--- src/rtl/motor_pwm_driver_pkg.sv ---
// ============================================================================
// Module : motor_pkg
// Brief  : Shared constants, run/stop state type, clamp and soft-start helpers
//          for the motor PWM driver.
// Rev    : 1.0  initial release
// ============================================================================
`default_nettype none

package motor_pkg;

    localparam logic [3:0] SPEED_MAX        = 4'd15;
    localparam int         TICKS_PER_PERIOD = 15;

    // Soft-start caps for ramp 0..3, packed lowest entry first
    localparam logic [15:0] SOFT_CAP_TABLE = {4'd15, 4'd12, 4'd8, 4'd4};

    typedef enum logic [0:0] {
        STOP = 1'b0,
        RUN  = 1'b1
    } state_t;

    function automatic logic [3:0] clamp4(input logic signed [5:0] v);
        if (v < 0)
            return 4'd0;
        else if (v > $signed({2'b00, SPEED_MAX}))
            return SPEED_MAX;
        else
            return v[3:0];
    endfunction

    function automatic logic [3:0] soft_cap(input logic [1:0] ramp);
        return SOFT_CAP_TABLE[{ramp, 2'b00} +: 4];
    endfunction

endpackage

`default_nettype wire

--- src/rtl/motor_pwm_driver_if.sv ---
// ============================================================================
// Module : motor_pwm_driver_if
// Brief  : Command inputs and PWM/status outputs of the motor PWM driver.
// Rev    : 1.0  initial release
// ============================================================================
`default_nettype none

interface motor_pwm_driver_if;

    logic [3:0] speed_i;
    logic [3:0] dir_i;
    logic       pwm_l;
    logic       pwm_r;
    logic [3:0] duty_l;
    logic [3:0] duty_r;
    logic       period_tick;
    logic       running;

    modport master (
        output speed_i, dir_i,
        input  pwm_l, pwm_r, duty_l, duty_r, period_tick, running
    );

    modport slave (
        input  speed_i, dir_i,
        output pwm_l, pwm_r, duty_l, duty_r, period_tick, running
    );

endinterface

`default_nettype wire

--- src/rtl/motor_pwm_driver_timebase.sv ---
// ============================================================================
// Module : pwm_timebase
// Brief  : Prescaler plus 0..14 tick counter; flags the last clk of a period.
// Rev    : 1.0  initial release
// ============================================================================
`default_nettype none

module pwm_timebase
    import motor_pkg::*;
#(
    parameter int PRESCALE = 64
) (
    input  wire logic       clk,
    input  wire logic       rst,
    output logic      [3:0] o_tick_cnt,
    output logic            o_period_end
);

    localparam int              PW         = $clog2(PRESCALE);
    localparam logic [PW-1:0]   c_presc_last = PW'(PRESCALE - 1);
    localparam logic [3:0]      c_tick_last  = 4'(TICKS_PER_PERIOD - 1);

    logic [PW-1:0] r_presc;
    logic [3:0]    r_tick;
    logic          w_presc_wrap;
    logic          w_tick_last;

    assign w_presc_wrap = (r_presc == c_presc_last);
    assign w_tick_last  = (r_tick == c_tick_last);

    always_ff @(posedge clk or posedge rst) begin
        if (rst) begin
            r_presc <= '0;
            r_tick  <= '0;
        end else if (w_presc_wrap) begin
            r_presc <= '0;
            r_tick  <= w_tick_last ? 4'd0 : r_tick + 4'd1;
        end else begin
            r_presc <= r_presc + 1'b1;
        end
    end

    assign o_tick_cnt   = r_tick;
    assign o_period_end = w_presc_wrap && w_tick_last;

endmodule

`default_nettype wire

--- src/rtl/motor_pwm_driver.sv ---
// ============================================================================
// Module : motor_pwm_driver
// Brief  : Differential-steering PWM for left/right motors, duties sampled at
//          period boundaries. Optional soft-start ramp via SOFT_START_EN.
// Rev    : 1.0  initial release
// ============================================================================
`default_nettype none

module motor_pwm_driver
    import motor_pkg::*;
#(
    parameter int PRESCALE    = 64,
    parameter int DIR_CENTER  = 8,
    parameter int STEER_SHIFT = 0
) (
    input  wire logic          clk,
    input  wire logic          rst,
    motor_pwm_driver_if.slave  bus
);

    localparam logic signed [5:0] c_dir_center = 6'(DIR_CENTER);

    logic [3:0]        w_tick_cnt;
    logic              w_period_end;
    logic signed [5:0] w_dir_s;
    logic signed [5:0] w_spd_s;
    logic signed [5:0] w_diff;
    logic signed [5:0] w_steer;
    logic signed [5:0] w_mix_l;
    logic signed [5:0] w_mix_r;
    logic [3:0]        w_clamp_l;
    logic [3:0]        w_clamp_r;
    logic [3:0]        w_load_l;
    logic [3:0]        w_load_r;
    state_t            r_state;
    state_t            w_state_next;
    logic [3:0]        r_duty_l;
    logic [3:0]        r_duty_r;
    logic              r_pwm_l;
    logic              r_pwm_r;
    logic              r_period_tick;

    pwm_timebase #(
        .PRESCALE (PRESCALE)
    ) u_timebase (
        .clk          (clk),
        .rst          (rst),
        .o_tick_cnt   (w_tick_cnt),
        .o_period_end (w_period_end)
    );

    assign w_dir_s = $signed({2'b00, bus.dir_i});
    assign w_spd_s = $signed({2'b00, bus.speed_i});
    assign w_diff  = w_dir_s - c_dir_center;
    assign w_steer = w_diff >>> STEER_SHIFT;
    assign w_mix_l = w_spd_s + w_steer;
    assign w_mix_r = w_spd_s - w_steer;

    // Zero speed parks both wheels rather than pivoting in place
    assign w_clamp_l = (bus.speed_i == 4'd0) ? 4'd0 : clamp4(w_mix_l);
    assign w_clamp_r = (bus.speed_i == 4'd0) ? 4'd0 : clamp4(w_mix_r);

`ifdef SOFT_START_EN
    logic [1:0] r_ramp;
    logic [1:0] w_ramp_idx;
    logic [3:0] w_cap;

    // The load at STOP->RUN uses cap 0; each later load uses the advanced ramp
    assign w_ramp_idx = (r_state == STOP) ? 2'd0 :
                        (r_ramp == 2'd3)  ? 2'd3 : r_ramp + 2'd1;
    assign w_cap      = soft_cap(w_ramp_idx);
    assign w_load_l   = (w_clamp_l < w_cap) ? w_clamp_l : w_cap;
    assign w_load_r   = (w_clamp_r < w_cap) ? w_clamp_r : w_cap;

    always_ff @(posedge clk or posedge rst) begin
        if (rst)
            r_ramp <= 2'd0;
        else if (w_period_end)
            r_ramp <= w_ramp_idx;
    end
`else
    assign w_load_l = w_clamp_l;
    assign w_load_r = w_clamp_r;
`endif

    always_comb begin
        w_state_next = r_state;
        if (w_period_end) begin
            case (r_state)
                STOP:    if ((w_load_l != 4'd0) || (w_load_r != 4'd0)) w_state_next = RUN;
                RUN:     if ((w_load_l == 4'd0) && (w_load_r == 4'd0)) w_state_next = STOP;
                default: w_state_next = STOP;
            endcase
        end
    end

    always_ff @(posedge clk or posedge rst) begin
        if (rst) begin
            r_state       <= STOP;
            r_duty_l      <= 4'd0;
            r_duty_r      <= 4'd0;
            r_pwm_l       <= 1'b0;
            r_pwm_r       <= 1'b0;
            r_period_tick <= 1'b0;
        end else begin
            r_state       <= w_state_next;
            r_period_tick <= w_period_end;
            r_pwm_l       <= (r_state == RUN) && (w_tick_cnt < r_duty_l);
            r_pwm_r       <= (r_state == RUN) && (w_tick_cnt < r_duty_r);
            if (w_period_end) begin
                r_duty_l <= w_load_l;
                r_duty_r <= w_load_r;
            end
        end
    end

    assign bus.pwm_l       = r_pwm_l;
    assign bus.pwm_r       = r_pwm_r;
    assign bus.duty_l      = r_duty_l;
    assign bus.duty_r      = r_duty_r;
    assign bus.period_tick = r_period_tick;
    assign bus.running     = (r_state == RUN);

endmodule

`default_nettype wire
--- src/flat_wrapper.sv ---
// flat-port wrapper written by rule: the top's interface ports become plain ports
module motor_pwm_driver_flat import motor_pkg::*;
#(
    parameter int PRESCALE    = 64,
    parameter int DIR_CENTER  = 8,
    parameter int STEER_SHIFT = 0
)
  (clk, rst, bus_speed_i, bus_dir_i, bus_pwm_l, bus_pwm_r, bus_duty_l, bus_duty_r, bus_period_tick, bus_running);
  motor_pwm_driver_if bus_i ();
  input  wire logic clk;
  input  wire logic rst;
  input wire logic [$bits(bus_i.speed_i)-1:0] bus_speed_i;
  input wire logic [$bits(bus_i.dir_i)-1:0] bus_dir_i;
  output wire logic [$bits(bus_i.pwm_l)-1:0] bus_pwm_l;
  output wire logic [$bits(bus_i.pwm_r)-1:0] bus_pwm_r;
  output wire logic [$bits(bus_i.duty_l)-1:0] bus_duty_l;
  output wire logic [$bits(bus_i.duty_r)-1:0] bus_duty_r;
  output wire logic [$bits(bus_i.period_tick)-1:0] bus_period_tick;
  output wire logic [$bits(bus_i.running)-1:0] bus_running;
  assign bus_i.speed_i = bus_speed_i;
  assign bus_i.dir_i = bus_dir_i;
  assign bus_pwm_l = bus_i.pwm_l;
  assign bus_pwm_r = bus_i.pwm_r;
  assign bus_duty_l = bus_i.duty_l;
  assign bus_duty_r = bus_i.duty_r;
  assign bus_period_tick = bus_i.period_tick;
  assign bus_running = bus_i.running;
  motor_pwm_driver #(.PRESCALE(PRESCALE), .DIR_CENTER(DIR_CENTER), .STEER_SHIFT(STEER_SHIFT)) u_core (.clk(clk), .rst(rst), .bus(bus_i));
endmodule
--- config.mk ---
export PLATFORM = sky130hd
export DESIGN_NAME = motor_pwm_driver_flat
export DESIGN_NICKNAME = d
export VERILOG_FILES = /design/src/rtl/motor_pwm_driver_pkg.sv /design/src/rtl/motor_pwm_driver_if.sv /design/src/rtl/motor_pwm_driver_timebase.sv /design/src/rtl/motor_pwm_driver.sv /design/src/flat_wrapper.sv
export SDC_FILE = /design/constraint.sdc
export NUM_CORES = 1
export LEC_CHECK = 0
export BUFFER_PORTS_ARGS = -buffer_cell sky130_fd_sc_hd__buf_2
export CORE_UTILIZATION = 62
export CTS_CLUSTER_DIAMETER = 60
export DETAILED_ROUTE_END_ITERATION = 12
export GPL_ROUTABILITY_DRIVEN = 0
export GPL_TIMING_DRIVEN = 1
export PLACE_DENSITY = 0.95
export SYNTH_ARGS = -nofsm -noshare
export SYNTH_HDL_FRONTEND = slang
export SYNTH_SLANG_ARGS = --single-unit
--- constraint.sdc ---
create_clock -name clk -period 3.1 [get_ports clk]
set_input_delay 0.155 -clock clk [delete_from_list [all_inputs] [get_ports clk]]
set_output_delay 0.155 -clock clk [all_outputs]
set_load 0.05 [all_outputs]
======== After elaboration in Yosys (flattened, before gate mapping) ========
Cells that the tools add are included.
storage, ports and cells
  output and inout port bits .............. 12
  input bits .............................. 10
  bits in registers ....................... 22
cells by class
  muxes and demuxes ....................... 11
  $add $sub $neg .......................... 5
  bitwise gates (word level) .............. 1
  equality and inequality tests ........... 2
  $lt $le $gt $ge ......................... 6
  reductions and logical operators ........ 10
operators by type and width
  operator                                             number
  two-way mux 4 bit                                    7
  > comparator 6 x 5 -> 1 bit (second input constant)  2
  logical NOT 4 bit                                    3
  < comparator 6 x 1 -> 1 bit (second input constant)  2
  < comparator 4 bit                                   2
  nonzero test 4 bit                                   2
  adder 5 x 5 -> 6 bit                                 1
  adder 6 x 1 -> 6 bit (second input constant)         1
  == test 6 bit (second input constant)                1
  two-way mux 6 bit                                    1
  subtractor 5 x 5 -> 6 bit                            1
  subtractor 4 x 4 -> 5 bit (second input constant)    1
  adder 4 x 1 -> 4 bit (second input constant)         1
  == test 4 bit (second input constant)                1
  logical AND 1 bit                                    4
  two-way mux 1 bit                                    2
  one-hot mux 1 bit (2 select lines)                   1
  logical OR 1 bit                                     1
  NOT 1 bit                                            1

======== Depth between registers and ports, before layout ========
Gate-level depths: netlist of the first run.
  depth in word-level cells ............... 10
  mapped depth ............................ 9
  depth with buffers taken out ............ 9

======== Hierarchy ========
From an unflattened synthesis of the first run, not the netlist that was laid out.
unflattened totals
  cells, all modules ...................... 156
  area, all modules ....................... 1517.7 µm²
modules (own cells, without submodules)
  module            sequential area each (µm²)  instances  area each (µm²)  cells each
  motor_pwm_driver  300.3                       1          1049.8           114
  pwm_timebase      250.2                       1          467.9            42

======== Worst setup path before layout of the first run ========
Ideal clock, no wire load.
  kind .................................... in2reg
  from .................................... in bus_speed_i[0]
  to ...................................... reg u_core.r_state (netlist: u_core.bus.running)
  data required time ...................... 2.964 ns
  cell stages on the path ................. 9
  arrival time ............................ 1.947 ns
  path buffers ............................ 0
  setup slack ............................. 1.017 ns
  cell sequence ........................... inv_1 ha_1 fa_1 and2b_1 o21ai_1 and3_1 a2111o_1 a211oi_2 a31oi_1
on the way
  word-level cells in the longest chain between the ends .. 9
RTL lines
  item                                                               RTL line                                        RTL
  start: declaration                                                 flat_wrapper.sv:12                              input wire logic [$bits(bus_i.speed_i)-1:0] bus_speed_i;
  adder 5 x 5 -> 6 bit or subtractor 5 x 5 -> 6 bit (tied branches)  motor_pwm_driver.sv:56, motor_pwm_driver.sv:57
  > comparator 6 x 5 -> 1 bit                                        motor_pwm_driver_pkg.sv:25                      else if (v > $signed({2'b00, SPEED_MAX}))
  two-way mux 4 bit                                                  motor_pwm_driver_pkg.sv:25
  two-way mux 4 bit                                                  motor_pwm_driver_pkg.sv:23                      if (v < 0)
  two-way mux 4 bit, on equally long branches                        motor_pwm_driver.sv:60, motor_pwm_driver.sv:61
  logical NOT 4 bit or nonzero test 4 bit (tied branches)            motor_pwm_driver.sv:91, motor_pwm_driver.sv:90
  logical AND 1 bit or logical OR 1 bit (tied branches)              motor_pwm_driver.sv:91, motor_pwm_driver.sv:90
  two-way mux 1 bit, on equally long branches                        motor_pwm_driver.sv:91, motor_pwm_driver.sv:90
  one-hot mux 1 bit (2 select lines) *                               motor_pwm_driver.sv:89                          case (r_state)
  end signal: assignment                                             motor_pwm_driver.sv:106                         r_state <= w_state_next;
  end: declaration                                                   motor_pwm_driver.sv:35                          state_t r_state;
Mark *: on every way between the ends. The rest lies on a longest branch, timed or not.
A chain may end at the register's enable or synchronous reset.

======== Worst setup path after layout of the first run ========
Same ends and word-level chain as after synthesis.

==> reports/qor.yml, run 1 <==
global_route:
  grtUsageTotal: 0.296
  grt_pass1_wl_mm: 6.19
  antenna_found_initial: 0
  grt_max_degree: 23
  grt_overflow_total: 0
  grt_pass1_vias: 1400
floorplanning:
  die_w_um: 54.3
  initial_utilization: 0.672
  rows: 18
  core_region_area_um2: 2520
  dieArea_um2: 2950
  fp.dieH_um: 54.3
  pin_count: 22
critical_path:
  path_cells: "buf_2 > inv_1 > ha_1 > fa_1 > and2b_1 > o21ai_1 > and3_1 > a2111o_1 > a211oi_2 > a31oi_1"
  ff2ff_path_depth: 6
  slowest_delay_ps: 460
  criticalPathCategory: "primary input to flop"
  critPathTopFamily: "compound AO/OA/AOI/OAI gates"
  cp.arrival_ps: 2390
  worstPathRequired_ps: 3310
  end_kind: "flop"
  path_max_fanout: 6
  start_kind: "primary input"
  crit_buf_inv: 2
  slowest_stage: "a2111o_1"
  crit_cells: 10
clock_network:
  cts-root-buf: "clkbuf_4"
  clock_latency_ps: 330
  cts_tree: "yes"
  clkSlewWorstSetupHoldPaths_ps: 130
  cts-hold-fix-buffers: 0
  numCtsBuffers: 3
  htree_num_levels: 1
  cts_resized: 0
  cts_sinks: 22
  cts_setup_buffers: 0
  clk_path_buf_depth: 2
final_layout:
  final_cells: 238
  syn_to_final_growth_pct: 8.49
  n_antenna_cell: 0
  final_nets: 238
  drive_gt1_frac: 0.159
power:
  p_leak_nw: 0.863
  ir_drop_mv: 0.403
  p_per_area_nw_per_um2: 367
route:
  drc: 0
  dr.pass1.iters: 4
  postRouteAntennaNets: 0
  drtIter0Drc: 53
  wirelength_mm: 3.75
  num_vias: 1487
  avgRoutedWirePerCell_um: 15.8
  viasPerCell: 6.25
sta:
  post-route-min-period_ps: 2180
  drv_slew: 0
  min_period_over_period: 0.702
  holdWs_ps: -32.9
  finalSetupTns_ps: 0
  hold_viol: 22
  rsz0062_at_grt: "no"
  timing.fmax_mhz: 459
  worst_slew_pin_slew_ps: 819
  fin_ws_ps: 922
  relSlewSlack: 0.453
  fin_skew_ps: 11.8
  setup_violations: 0
synth:
  syn_nets: 219
  ys_seq_area_frac: 0.325
  synth_warnings: 0
  synthArstFlopShare: 1.00
  synth_area_leaders: "dfrtp_1 (32%), ha_1 (13%), o21ai_0 (5.9%), inv_1 (4.0%), nor2_1 (3.3%)"
  synth_ff_type: "dfrtp_1"
  synth.distinct_cells: 50
  synthMostInstantiatedCell: "dfrtp_1"
  syn_area_um2: 1690
  netlist.area_leader.share: 0.325
  synth_common_cells: "dfrtp_1 (22), o21ai_0 (20), inv_1 (18), ha_1 (17), nor2_1 (15)"
  synthCells: 190
  syn_avg_cell_area_um2: 8.92
  synth_edf_count: 0
  ys_ff_latch: 22
  yosys.area.top_type: "dfrtp_1"
place:
  pre_cts_slack_ps: 602
  port_buffers: 21
  post-dp-hpwl_mm: 2.93
  dpl.cell_count: 234
worst_hold_path:
  holdCritPathClass: "primary input to asynchronous set/reset pin"
job:
  drv_cap: 0
status:
  violations: "negative hold slack"
  outcome: "finished with violations"
==> path summary, 6_finish.rpt <==
kind / slack [ps] / end / start
hold / removal: -30 / u_core.bus.duty_l[2] / rst
hold reg to reg: 500 / u_core.u_timebase.r_presc[0] / u_core.u_timebase.r_presc[0]
min in group clk: 350 / u_core.bus.duty_r[0] / bus_speed_i[2]
setup reg to reg: 980 / u_core.bus.running / u_core.u_timebase.r_presc[0]
max in group asynchronous: 2620 / u_core.bus.duty_r[0] / rst
setup / recovery: 920 / u_core.bus.running / bus_speed_i[0]
==> sequential cells by signal (all words and copies together) (netlist names) <==
name,flops
u_core.bus.duty_r,4
u_core.u_timebase.o_tick_cnt,4
u_core.bus.pwm_r,1
u_core.bus.duty_l,4
u_core.bus.running,1
u_core.bus.pwm_l,1
u_core.u_timebase.r_presc,6
u_core.bus.period_tick,1
==> kinds of logic after synthesis <==
logic type,share of synthesized area
adders and majority gates,0.149
xor gates and xnor gates,0.0362
and+or+nand+nor,0.210
muxes,0.0126
AOI/OAI and AO/OA,0.206
buffers and inverters,0.0606
DFF,0.325
==> stage by stage <==
step / cell area [µm²] / utilization / hold slack [ps] / power (mW)
detailed placement: 1800 / 0.714 / 364 / 0.513
CTS: 1840 / 0.729 / 4.50 / 0.675
global route: 1840 / 0.729 / 68.5 / 0.710
global placement: 1800 / 0.714 / 326 / 0.505
floorplan: 1690 / - / 144 / 0.463
finish: 1840 / 0.729 / -32.9 / 0.675
==> cells in the final DEF (no fill, tap or decap), types with 2 or more instances in the layout <==
master and count:
nand2b_1 6, nor2b_1 4, a21oi_1 10, inv_1 18, clkbuf_4 3, a2111o_1 2, or4_1 3, nand2_1 10
dfrtp_1 22, or3_1 2, o211ai_1 5, and2b_1 2, o21ai_0 20, o22ai_1 2, xnor2_1 2, nand3b_1 2
and3b_1 2, ha_1 17, a211oi_1 2, fa_1 2, xor2_1 5, nor2_1 15, buf_2 21, a22o_2 2
nand3_1 5
==> where the power goes <==
group | switching (mW) | internal [mW] | leakage, nW
Sequential | 0.00768 | 0.299 | 0.250
Combinational | 0.135 | 0.0686 | 0.592
Clock | 0.0925 | 0.0720 | 0.0210
Total | 0.235 | 0.439 | 0.863
==> metal layers <==
metal | vias up | routed length [µm] | track usage
met5 | - | 0 | 0
met4 | 0 | 72 | 0.120
met3 | 11 | 157 | 0.0667
met2 | 48 | 1950 | 0.498
met1 | 713 | 1570 | 0.363
li1 | 715 | - | -
==> area by class of cell <==
cell class	instances	area (µm²)
repair buffers	21	105
well taps	30	37.5
inverters	18	67.6
flip-flops and latches	22	551
fillers	177	684
clock buffers	4	36.3
multi-input cells	143	1040
==> worst reg2reg max path: stages, from the launching register on <==
cell	delay [ps]
dfrtp_1	410
ha_1	260
nand4_2	150
or3_1	520
a2111o_1	380
a211oi_2	190
a31oi_1	110
Note: power is estimated with default switching activity, not from simulation.
==> run 2: changes to the inputs <==
--- a/config.mk
+++ b/config.mk
@@ -6,12 +6,12 @@
 export NUM_CORES = 1
 export LEC_CHECK = 0
 export BUFFER_PORTS_ARGS = -buffer_cell sky130_fd_sc_hd__buf_2
-export CORE_UTILIZATION = 62
+export CORE_UTILIZATION = 52
 export CTS_CLUSTER_DIAMETER = 60
 export DETAILED_ROUTE_END_ITERATION = 12
 export GPL_ROUTABILITY_DRIVEN = 0
 export GPL_TIMING_DRIVEN = 1
-export PLACE_DENSITY = 0.95
+export PLACE_DENSITY = 0.86
 export SYNTH_ARGS = -nofsm -noshare
 export SYNTH_HDL_FRONTEND = slang
 export SYNTH_SLANG_ARGS = --single-unit
==> constraint.sdc (replaced) <==
create_clock -name clk -period 1.9 [get_ports clk]
set_input_delay 0.095 -clock clk [delete_from_list [all_inputs] [get_ports clk]]
set_output_delay 0.095 -clock clk [all_outputs]
set_load 0.05 [all_outputs]
==> run 2 against run 1 <==
Against the previous run: the run now ends clean; cell area up 17%; sequential power up 63%; setup slack worse by 850 ps; via count up 0.13%; non-clock buffer count up 37; flip-flop and latch count unchanged; wire length down 9.8%; first-iteration DRC count unchanged; total power up 70%; largest cell class unchanged.
==> reports/qor.yml, run 2 (synthesized netlist as in run 1, its figures left out) <==
place:
  port_buffers: 21  # unchanged
  dpl_cell_area_um2: 2090  # +16%
  post-dp-hpwl_mm: 2.75  # -6.2%
  pre_cts_slack_ps: -204  # -806 ps
  dpl.cell_count: 283  # +21%
clock_network:
  clk_path_buf_depth: 2  # unchanged
  cts-root-buf: "clkbuf_4"
  clkSlewWorstSetupHoldPaths_ps: 110  # -20 ps
  cts_sinks: 22  # unchanged
  cts_tree: "yes"
  numCtsBuffers: 3  # unchanged
  htree_num_levels: 1  # unchanged
  clock_latency_ps: 300  # -30 ps
final_layout:
  final_cell_area_um2: 2150  # +17%
  n_antenna_cell: 0  # unchanged
  drive_gt1_frac: 0.294  # +0.135
  final_cell_mix: "buf_4 (36), dfrtp_1 (22), buf_2 (21)"
  utilization: 0.698  # -0.0311
  largest_register_ffs: 6  # unchanged
  final_common_cell: "buf_4"
  syn_to_final_growth_pct: 26.7
  top_register: "u_core.u_timebase.r_presc"
  final_cells: 289  # +21%
  final_nets: 275  # +16%
critical_path:
  criticalPathCategory: "flop to flop"
  start_kind: "flop"
  cp.arrival_ps: 2020  # -370 ps
  end_kind: "flop"
  path_max_fanout: 4  # -2
  r2r-start: "u_core.u_timebase.r_presc[0]"
  critPathLaunch: "u_core.u_timebase.r_presc[0]"
  worstPathRequired_ps: 2090  # -1220 ps
sta:
  worst_slew_pin_slew_ps: 773  # -45.6 ps
  hold_viol: 0  # -100%
  fin_ws_ps: 68.4  # -854 ps
  drv_slew: 0  # unchanged
  rsz0062_at_grt: "no"
  holdWs_ps: 320  # +353 ps
  finalSetupTns_ps: 0  # unchanged
  timing.fmax_mhz: 546
  fin_skew_ps: 2.44  # -9.33 ps
  relSlewSlack: 0.484  # +0.0304
  min_period_over_period: 0.964
  setup_violations: 0  # unchanged
  post-route-min-period_ps: 1830
floorplanning:
  core_region_area_um2: 3080  # +22%
  dieArea_um2: 3490  # +19%
  die_w_um: 59.1  # +8.9%
  fp.dieH_um: 59.1  # +8.9%
  rows: 20  # +2
  initial_utilization: 0.550  # -0.121
  pin_count: 22  # unchanged
route:
  postRouteAntennaNets: 0  # unchanged
  drtIter0Drc: 53  # unchanged
  drc: 0  # unchanged
  avgRoutedWirePerCell_um: 11.7  # -26%
  wirelength_mm: 3.39  # -9.8%
  viasPerCell: 5.15  # -18%
  num_vias: 1489  # +0.13%
  dr.pass1.iters: 4  # unchanged
worst_hold_path:
  holdCritPathClass: "primary input to flop"
  min-delay-start: "bus_speed_i[0]"
global_route:
  grt_max_degree: 23  # unchanged
  grtUsageTotal: 0.222  # -0.0745
  antenna_found_initial: 0  # unchanged
  grt_overflow_total: 0  # unchanged
  grt_pass1_wl_mm: 6.02  # -2.7%
  grt_pass1_vias: 1449  # +3.5%
power:
  p_leak_nw: 1.05  # +22%
  ir_drop_mv: 0.245  # -39%
  power.total_mw: 1.14  # +70%
  p_per_area_nw_per_um2: 533  # +45%
status:
  outcome: "completed"
job:
  drv_cap: 0  # unchanged
[run 2: power by group]
group / leakage, nW / switching, mW / internal, mW
registers: 0.250 / 0.0118 / 0.487
logic: 0.778 / 0.228 / 0.166
clock network: 0.0210 / 0.134 / 0.117
total: 1.05 / 0.374 / 0.770
[run 2: layout make-up]
cell class	count	area, µm²
flip-flops and latches	22	551
repair buffers	58	385
inverters	18	67.6
well taps	44	55.1
clock buffers	4	36.3
fillers	255	931
multi-input cells	143	1050
[run 2: per-layer routing]
metal / routed length [µm] / global-route usage / vias up
met5: 0 / 0 / -
met4: 52 / 0.0782 / 0
met3: 54 / 0.0153 / 5
met2: 1650 / 0.401 / 22
met1: 1630 / 0.276 / 676
li1: - / - / 786
[run 2: worst paths after layout]
kind | to | slack, ps | cells after the start
max | u_core.bus.running | 70 | 6
min | u_core.bus.running | 320 | 4
max reg2reg | u_core.bus.running | 70 | 6
min reg2reg | u_core.u_timebase.r_presc[4] | 490 | 1
max in group asynchronous | u_core.u_timebase.r_presc[5] | 950 | 3
min in group asynchronous | u_core.bus.duty_l[3] | 470 | 3
[run 2: what timing repair did]
item                                    in CTS  in global routing
hold buffers                                 1                  0
endpoints found under the setup margin       0                  3
hold endpoints to repair                    22                  0
setup buffers                                0                  1
resized for setup                            0                  1
[run 2: critical path: stages (launching register included)]
cell      delay (ps)
dfrtp_1          410
ha_1             200
nand4_2          130
or3_4            400
a2111o_1         320
a211oi_2         150
a31oi_1          100
